### config.mk
export PLATFORM = sky130hd
export DESIGN_NAME = ieee488_handshake
export DESIGN_NICKNAME = d
export VERILOG_FILES = /design/src/rtl/ieee488_handshake.sv
export SDC_FILE = /design/constraint.sdc
export NUM_CORES = 1
export LEC_CHECK = 0
export BUFFER_PORTS_ARGS = -buffer_cell sky130_fd_sc_hd__buf_2
export CAP_MARGIN = 20
export CORE_ASPECT_RATIO = 0.9
export CORE_MARGIN = 3
export CORE_UTILIZATION = 46
export DETAILED_ROUTE_END_ITERATION = 10
export PLACE_DENSITY = 0.75
export SETUP_SLACK_MARGIN = 0.4
export SYNTH_ARGS = -nofsm -noshare
export SYNTH_HDL_FRONTEND = slang
export SYNTH_SLANG_ARGS = --single-unit
### constraint.sdc
create_clock -name clk -period 1.7 [get_ports clk]
set_input_delay 0.085 -clock clk [delete_from_list [all_inputs] [get_ports clk]]
set_output_delay 0.085 -clock clk [all_outputs]
set_load 0.01 [all_outputs]
### src/rtl/ieee488_handshake.sv
// ieee488_handshake: IEEE-488 DAV/NRFD/NDAC talker/listener bridging host valid/ready byte streams.
// Define IEEE488_RXFIFO_EN to use a 4-entry receive FIFO instead of a single holding register.
module ieee488_handshake #(
   parameter int TIMEOUT_TICKS = 1024
) (
   input  logic       clk,
   input  logic       reset,
   input  logic       ce,
   input  logic       talk_en,
   input  logic       listen_en,
   input  logic [7:0] tx_data,
   input  logic       tx_eoi,
   input  logic       tx_valid,
   output logic       tx_ready,
   output logic [7:0] rx_data,
   output logic       rx_eoi,
   output logic       rx_atn,
   output logic       rx_valid,
   input  logic       rx_ready,
   input  logic [7:0] ieee488_data_i,
   output logic [7:0] ieee488_data_o,
   input  logic       ieee488_dav_i,
   output logic       ieee488_dav_o,
   input  logic       ieee488_nrfd_i,
   output logic       ieee488_nrfd_o,
   input  logic       ieee488_ndac_i,
   output logic       ieee488_ndac_o,
   input  logic       ieee488_eoi_i,
   output logic       ieee488_eoi_o,
   input  logic       ieee488_atn_i,
   output logic       timeout,
   output logic       dnp
);
   typedef enum logic [2:0] {IDLE, L_READY, L_ACCEPT, L_DONE, T_WAIT_RDY, T_DAV, T_WAIT_ACC, T_RELEASE} state_t;
   localparam int CW = $clog2(TIMEOUT_TICKS + 1);
   state_t state, state_nx;
   logic [CW-1:0] cnt;
   logic [7:0] tx_byte;
   logic tx_eoi_q, atn_low, expired, talking, load, push, pop, space, dnp_nx, timeout_nx;
   logic [9:0] rx_word, wr_word;
   assign atn_low = ~ieee488_atn_i;
   assign expired = cnt == CW'(TIMEOUT_TICKS - 1);
   assign load = state == IDLE && state_nx == T_WAIT_RDY;
   assign pop = rx_valid & rx_ready;
   assign wr_word = {atn_low, ~ieee488_eoi_i, ~ieee488_data_i};
   assign {rx_atn, rx_eoi, rx_data} = rx_word;
   always_comb begin
      state_nx = state;
      push = 1'b0;
      dnp_nx = 1'b0;
      timeout_nx = 1'b0;
      if (ce)
         case (state)
            IDLE:
               if (atn_low || (listen_en && !talk_en)) state_nx = L_READY;
               else if (talk_en && tx_valid) state_nx = T_WAIT_RDY;
            L_READY:
               if (!ieee488_dav_i && space) begin
                  push = 1'b1;
                  state_nx = L_ACCEPT;
               end else if (ieee488_dav_i && !listen_en && !atn_low) state_nx = IDLE;
            L_ACCEPT: if (ieee488_dav_i) state_nx = L_DONE;
            L_DONE: state_nx = (listen_en || atn_low) ? L_READY : IDLE;
            T_WAIT_RDY:
               if (atn_low) state_nx = L_READY;
               else if (ieee488_nrfd_i && ieee488_ndac_i) begin
                  dnp_nx = 1'b1;
                  state_nx = IDLE;
               end else if (ieee488_nrfd_i) state_nx = T_DAV;
               else if (expired) begin
                  timeout_nx = 1'b1;
                  state_nx = IDLE;
               end
            T_DAV: state_nx = atn_low ? L_READY : T_WAIT_ACC;
            T_WAIT_ACC:
               if (atn_low) state_nx = L_READY;
               else if (ieee488_ndac_i) state_nx = T_RELEASE;
               else if (expired) begin
                  timeout_nx = 1'b1;
                  state_nx = IDLE;
               end
            T_RELEASE: state_nx = IDLE;
            default: state_nx = IDLE;
         endcase
   end
   // Bus lines follow the state directly so a reset releases them on the very next clk.
   assign talking = state inside {T_WAIT_RDY, T_DAV, T_WAIT_ACC};
   assign ieee488_data_o = talking ? ~tx_byte : 8'hFF;
   assign ieee488_eoi_o = !(talking && tx_eoi_q);
   assign ieee488_dav_o = !(state inside {T_DAV, T_WAIT_ACC});
   assign ieee488_nrfd_o = state == L_READY ? space : !(state inside {L_ACCEPT, L_DONE});
   assign ieee488_ndac_o = !(state inside {L_READY, L_DONE});
   always_ff @(posedge clk) begin
      if (reset) begin
         state <= IDLE;
         cnt <= '0;
         tx_byte <= '0;
         tx_eoi_q <= 1'b0;
         tx_ready <= 1'b0;
         dnp <= 1'b0;
         timeout <= 1'b0;
      end else begin
         state <= state_nx;
         dnp <= dnp_nx;
         timeout <= timeout_nx;
         tx_ready <= load;
         if (load) begin
            tx_byte <= tx_data;
            tx_eoi_q <= tx_eoi;
         end
         if (state_nx != state && state_nx inside {T_WAIT_RDY, T_WAIT_ACC}) cnt <= '0;
         else if (ce) cnt <= cnt + 1'b1;
      end
   end
`ifdef IEEE488_RXFIFO_EN
   logic [9:0] mem [4];
   logic [1:0] wp, rp;
   logic [2:0] fill;
   assign space = fill != 3'd4;
   assign rx_valid = fill != 3'd0;
   assign rx_word = mem[rp];
   always_ff @(posedge clk) begin
      if (reset) begin
         wp <= '0;
         rp <= '0;
         fill <= '0;
      end else begin
         if (push) mem[wp] <= wr_word;
         wp <= wp + 2'(push);
         rp <= rp + 2'(pop);
         fill <= fill + 3'(push) - 3'(pop);
      end
   end
`else
   logic [9:0] hold;
   logic full;
   assign space = !full;
   assign rx_valid = full;
   assign rx_word = hold;
   always_ff @(posedge clk) begin
      if (reset) begin
         hold <= '0;
         full <= 1'b0;
      end else begin
         full <= push | (full & ~pop);
         if (push) hold <= wr_word;
      end
   end
`endif
endmodule

Word-level counts from Yosys, hierarchy flattened
Cells that the tools add are included.
{"block": "totals", "reg_bits": 37, "input_bits": 29, "output_inout_bits": 26}
{"block": "classes", "n_addsub": 1, "eq_ne": 11, "muxes": 28, "bitwise": 10, "reduce_logical": 28}
{"cell": "$mux W3", "count": 13}
{"cell": "$pmux W3 S8", "count": 1}
{"cell": "$eq A3 B3 Y1 const B", "count": 6}
{"cell": "$not A8 Y8", "count": 2}
{"cell": "$mux W1", "count": 12}
{"cell": "$add A11 B1 Y11 const B", "count": 1}
{"cell": "$eq A11 B10 Y1 const B", "count": 1}
{"cell": "$logic_and A1 B1 Y1", "count": 9}
{"cell": "$logic_not A1 Y1", "count": 8}
{"cell": "$mux W8", "count": 1}
{"cell": "$reduce_bool A2 Y1", "count": 4}
{"cell": "$eq A3 B2 Y1 const B", "count": 2}
{"cell": "$not A1 Y1", "count": 5}
{"cell": "$reduce_or A2 Y1", "count": 2}
{"cell": "$reduce_or A4 Y1", "count": 1}
{"cell": "$eq A3 B1 Y1 const B", "count": 1}
{"cell": "$logic_not A3 Y1", "count": 1}
{"cell": "$ne A3 B3 Y1", "count": 1}
{"cell": "$reduce_bool A3 Y1", "count": 1}
{"cell": "$and A1 B1 Y1", "count": 2}
{"cell": "$logic_or A1 B1 Y1", "count": 2}
{"cell": "$pmux W1 S2", "count": 1}
{"cell": "$or A1 B1 Y1", "count": 1}

Logic depth before layout (Yosys ltp)
{"block": "depth", "depth_word": 11, "ltp_mapped": 7, "ltp_nobuf": 6}

Least setup slack after synthesis
Ideal clock, no wire load.
{"block": "synth_timing", "path_type": "register to register", "from": "register state[0]", "to": "register cnt[1]", "t_arrival_ns": 1.674, "required_ns": 1.566, "setup_slack_ns": -0.108, "path_stages_with_launch": 8, "n_path_buf": 2, "period_less_slack_ns": 1.808, "path_cell_list": "dfxtp_1 buf_6 or4b_4 o2111ai_1 o211ai_1 a211oi_2 buf_6 a211oi_1"}
{"block": "synth_via", "elab_chain_len": 10}
{"element": "start: declaration", "line": "36", "text": "state_t state, state_nx;"}
{"element": "start signal: assignment", "line": "103", "text": "state <= state_nx;"}
{"element": "$mux W3", "line": "70, 78"}
{"element": "$mux W3", "line": "69", "text": "end else if (ieee488_nrfd_i) state_nx = T_DAV;"}
{"element": "$mux W3", "line": "66", "text": "else if (ieee488_nrfd_i && ieee488_ndac_i) begin"}
{"element": "$mux W3", "line": "65", "text": "if (atn_low) state_nx = L_READY;"}
{"element": "$pmux W3 S8", "line": "53", "text": "case (state)"}
{"element": "$mux W3", "line": "52", "text": "if (ce)"}
{"element": "$eq A3 B3 Y1", "line": "111", "text": "if (state_nx != state && state_nx inside {T_WAIT_RDY, T_WAIT_ACC}) cnt <= '0;"}
{"element": "$reduce_bool A2 Y1", "line": "111"}
{"element": "$logic_and A1 B1 Y1 *", "line": "111"}
{"element": "$reduce_or A2 Y1 (no line) *"}
{"element": "end signal: assignment", "line": "112", "text": "else if (ce) cnt <= cnt + 1'b1;"}
{"element": "end: declaration", "line": "37", "text": "logic [CW-1:0] cnt;"}
Mark *: on every way between the ends. The rest lies on a longest branch, timed or not.
A chain may end at the register's enable or synchronous reset.

Worst setup path in the final report
Ends and elaborated chain as after synthesis.

==> out/qor.txt <==
register area share after synthesis = 39.7%
area of the die = 4860 µm²
clk sinks = 37
period utilisation layout = 116%
area grow syn2layout = 60.5%
post-DP HPWL = 3.16 mm
most frequent cells after synthesis = 37 x dfxtp_1, 20 x a211oi_1, 20 x nand2_1, 20 x nand2b_1, 17 x nor2_1
P_int = 0.00163 W
switching part of the total = 27.3%
critical path startpoint category = flop
Final Critical Period = 1.97 ns
Final #Nets = 334
RSZ-0062 raised after global routing = yes
WHS Path Cells = 3
CTS tree = built
clk root buf = clkbuf_8
R2R depth = 6
Final Wtd Congestion = 0.856
placed insts = 318
Antenna Diode Count = 0
syn_nets = 237
CTS Buf Count = 5
crit end category = flop
total area of sequential cells = 749 µm²
Worst-Skew Late Latency = 0.29 ns
die height = 66.4 µm
NetSw = 0.000614 W
clock share of power = 35.4%
WL/cell = 17.0 µm
Initial Util = 49.0%
leakage power = 1.25 nW
largest net degree at the start of global routing = 25
sum of negative setup slack = -4.74 ns
YS warnings = 0
initial detailed-routing violation count = 102
sequential power share = 41.5%
Post-Synthesis Cells = 207
Mean Syn Cell Area = 9.02 µm²
outcome = complete, but fails checks
VDD IR-drop max = 0.000633 V
row cnt = 21
Setup violations, final = 28
measured slew at the worst slew-check pin = 0.558 ns
Fin Clk Skew = 0.00560 ns
fmax = 0.506 GHz
CTS clk-pin slew, worst paths = 0.07 ns
# fillers = 229
final worst slack = -0.275 ns
max cap viols = 0
CP Data Required Time = 1.86 ns
via count of the first global-routing pass = 1826
area of the multi-input gates = 1270 µm²
Max Slew Vio Count = 0
initial antenna violation count = 0
async set or reset register ratio after synthesis = 0%
arrival time at the worst endpoint = 2.13 ns
antenna viol nets, final = 0
Power Density = 750 nW/µm²
layout cell share with drive strength beyond 1 = 50.8%
violated checks = setup timing
Synth area leader = dfxtp_1
WL final = 5.95 mm
io pins = 55
Post-synth EDFFs = 0
GR Overflow Total = 0
synthesized area = 1870 µm²
HP Class = in2reg
Slew headroom = 62.8%
Vias/cell = 5.50
critical path start-end classification = reg2reg
most common cell in the netlist = dfxtp_1
Final Hold Vio Count = 0
FF+latch count, synth = 37
number of I/O port buffers = 54
CTS max path bufs = 2
total track usage = 22.8%
first-pass GRT wire length = 8.54 mm
total number of vias = 1931
crit path max fanout = 6
total design power = 0.00225 W
detailed-router iteration count before antenna repair = 4
DRC Markers = 0
Post-synth top flop = dfxtp_1
final cell count without fillers = 351
H-tree Lvls = 2
Area contributors post-synth = dfxtp_1 40%, a211oi_1 8.0%, nand2b_1 6.7%
Netlist cell types = 45
Comb power frac = 23.1%
die width = 73.2 µm
post-synth top area share = 39.7%
core area = 3810 µm²
-- repair_timing --
| action | 4_1_cts | 5_1_grt |
|---|---|---|
| gates resized for setup | 42 | 39 |
| gates cloned | 5 | 2 |
| hold endpoints to repair | 9 | 0 |
| setup buffers | 5 | 4 |
| pin swaps | 10 | 22 |
| hold buffers | 9 | 0 |
| setup endpoints to repair | 46 | 47 |
-- power groups by stage --
stage                     Clock, W  Combinational [W]  Sequential (W)
after floorplan                  0           0.000225        0.000947
after global placement           0           0.000345        0.000940
after detailed placement         0           0.000350        0.000943
after CTS                 0.000811           0.000439        0.000928
after global routing      0.000851           0.000552        0.000938
final                     0.000797           0.000519        0.000933
-- final timing paths --
| kind | slack, ns | end | from |
|---|---|---|---|
| setup / recovery | -0.27 | cnt[1] | state[0] |
| hold / removal | 0.05 | tx_byte[2] | tx_data[2] |
| setup reg to reg | -0.27 | cnt[1] | state[0] |
| hold reg to reg | 0.49 | tx_byte[1] | tx_byte[1] |
-- stage by stage --
| stage | setup WS, ns | area, µm² | utilization (%) | hold WS, ns |
|---|---|---|---|---|
| CTS | -0.212 | 2760 | 72.4 | 0.0455 |
| floorplan | -0.105 | 1900 | - | 0.180 |
| detailed placement | -0.422 | 2320 | 60.9 | 0.267 |
| global route | -0.335 | 3000 | 78.7 | 0.0524 |
| finish | -0.275 | 3000 | 78.7 | 0.0518 |
| global placement | -0.378 | 2320 | 60.9 | 0.263 |
-- registers in the layout (all words and copies together) (netlist names) --
register and cells:
tx_ready 1, timeout 1, tx_byte 8, dnp 1, cnt 11, hold 10
state 3, rx_valid 1, tx_eoi_q 1
-- per-layer routing --
metal,GRT usage [%],share of wire (%),vias up
li1,-,-,934
met1,28.1,41,928
met2,39.7,53,61
met3,4.56,5.0,8
met4,6.45,0.84,0
met5,0,0,-
-- worst max-delay path, cell delays in order, from the launching register on --
cell and delay, ns:
dfxtp_2 0.33, or4b_4 0.55, o2111ai_2 0.20, o211ai_1 0.17
a211oi_2 0.28, buf_4 0.24, a211oi_2 0.08
-- logic make-up (layout without fill, tap and decap cells) --
logic type,Yosys count,count (layout),share of synthesized area [%]
XOR/XNOR,11,11,5.16
flip-flops,37,37,39.7
buffers and inverters,19,116,5.56
adder cells (fa/ha/maj),1,1,0.670
AO/OA/AOI/OAI,41,41,17.0
multiplexers,11,11,5.90
AND/OR/NAND/NOR,87,88,26.0
-- final cells by class --
type	instances	share of cell area, %
Multi-Input combinational cell	152	42.3
Timing Repair Buffer	104	26.2
Sequential cell	37	25.0
Clock buffer	6	2.76
Tap cell	46	1.92
Clock inverter	2	1.25
Inverter	4	0.501
-- cells in the final DEF (no fill, tap or decap), types with 4 or more instances in the layout --
cell,netlist,layout
a211oi_1,20,7
nand2_1,20,12
a211oi_2,3,15
nor2_1,17,11
nand2b_1,20,20
nand2_4,0,4
nand2_2,0,4
buf_4,1,27
buf_6,3,18
xnor2_1,5,5
nor2b_1,5,4
nor2_2,0,4
clkbuf_8,0,6
dfxtp_2,0,4
dfxtp_1,37,32
inv_1,4,4
xor2_1,6,6
mux2i_1,11,11
dlygate4sd3_1,0,9
buf_2,5,47
Power figures use the tool's default switching activity.
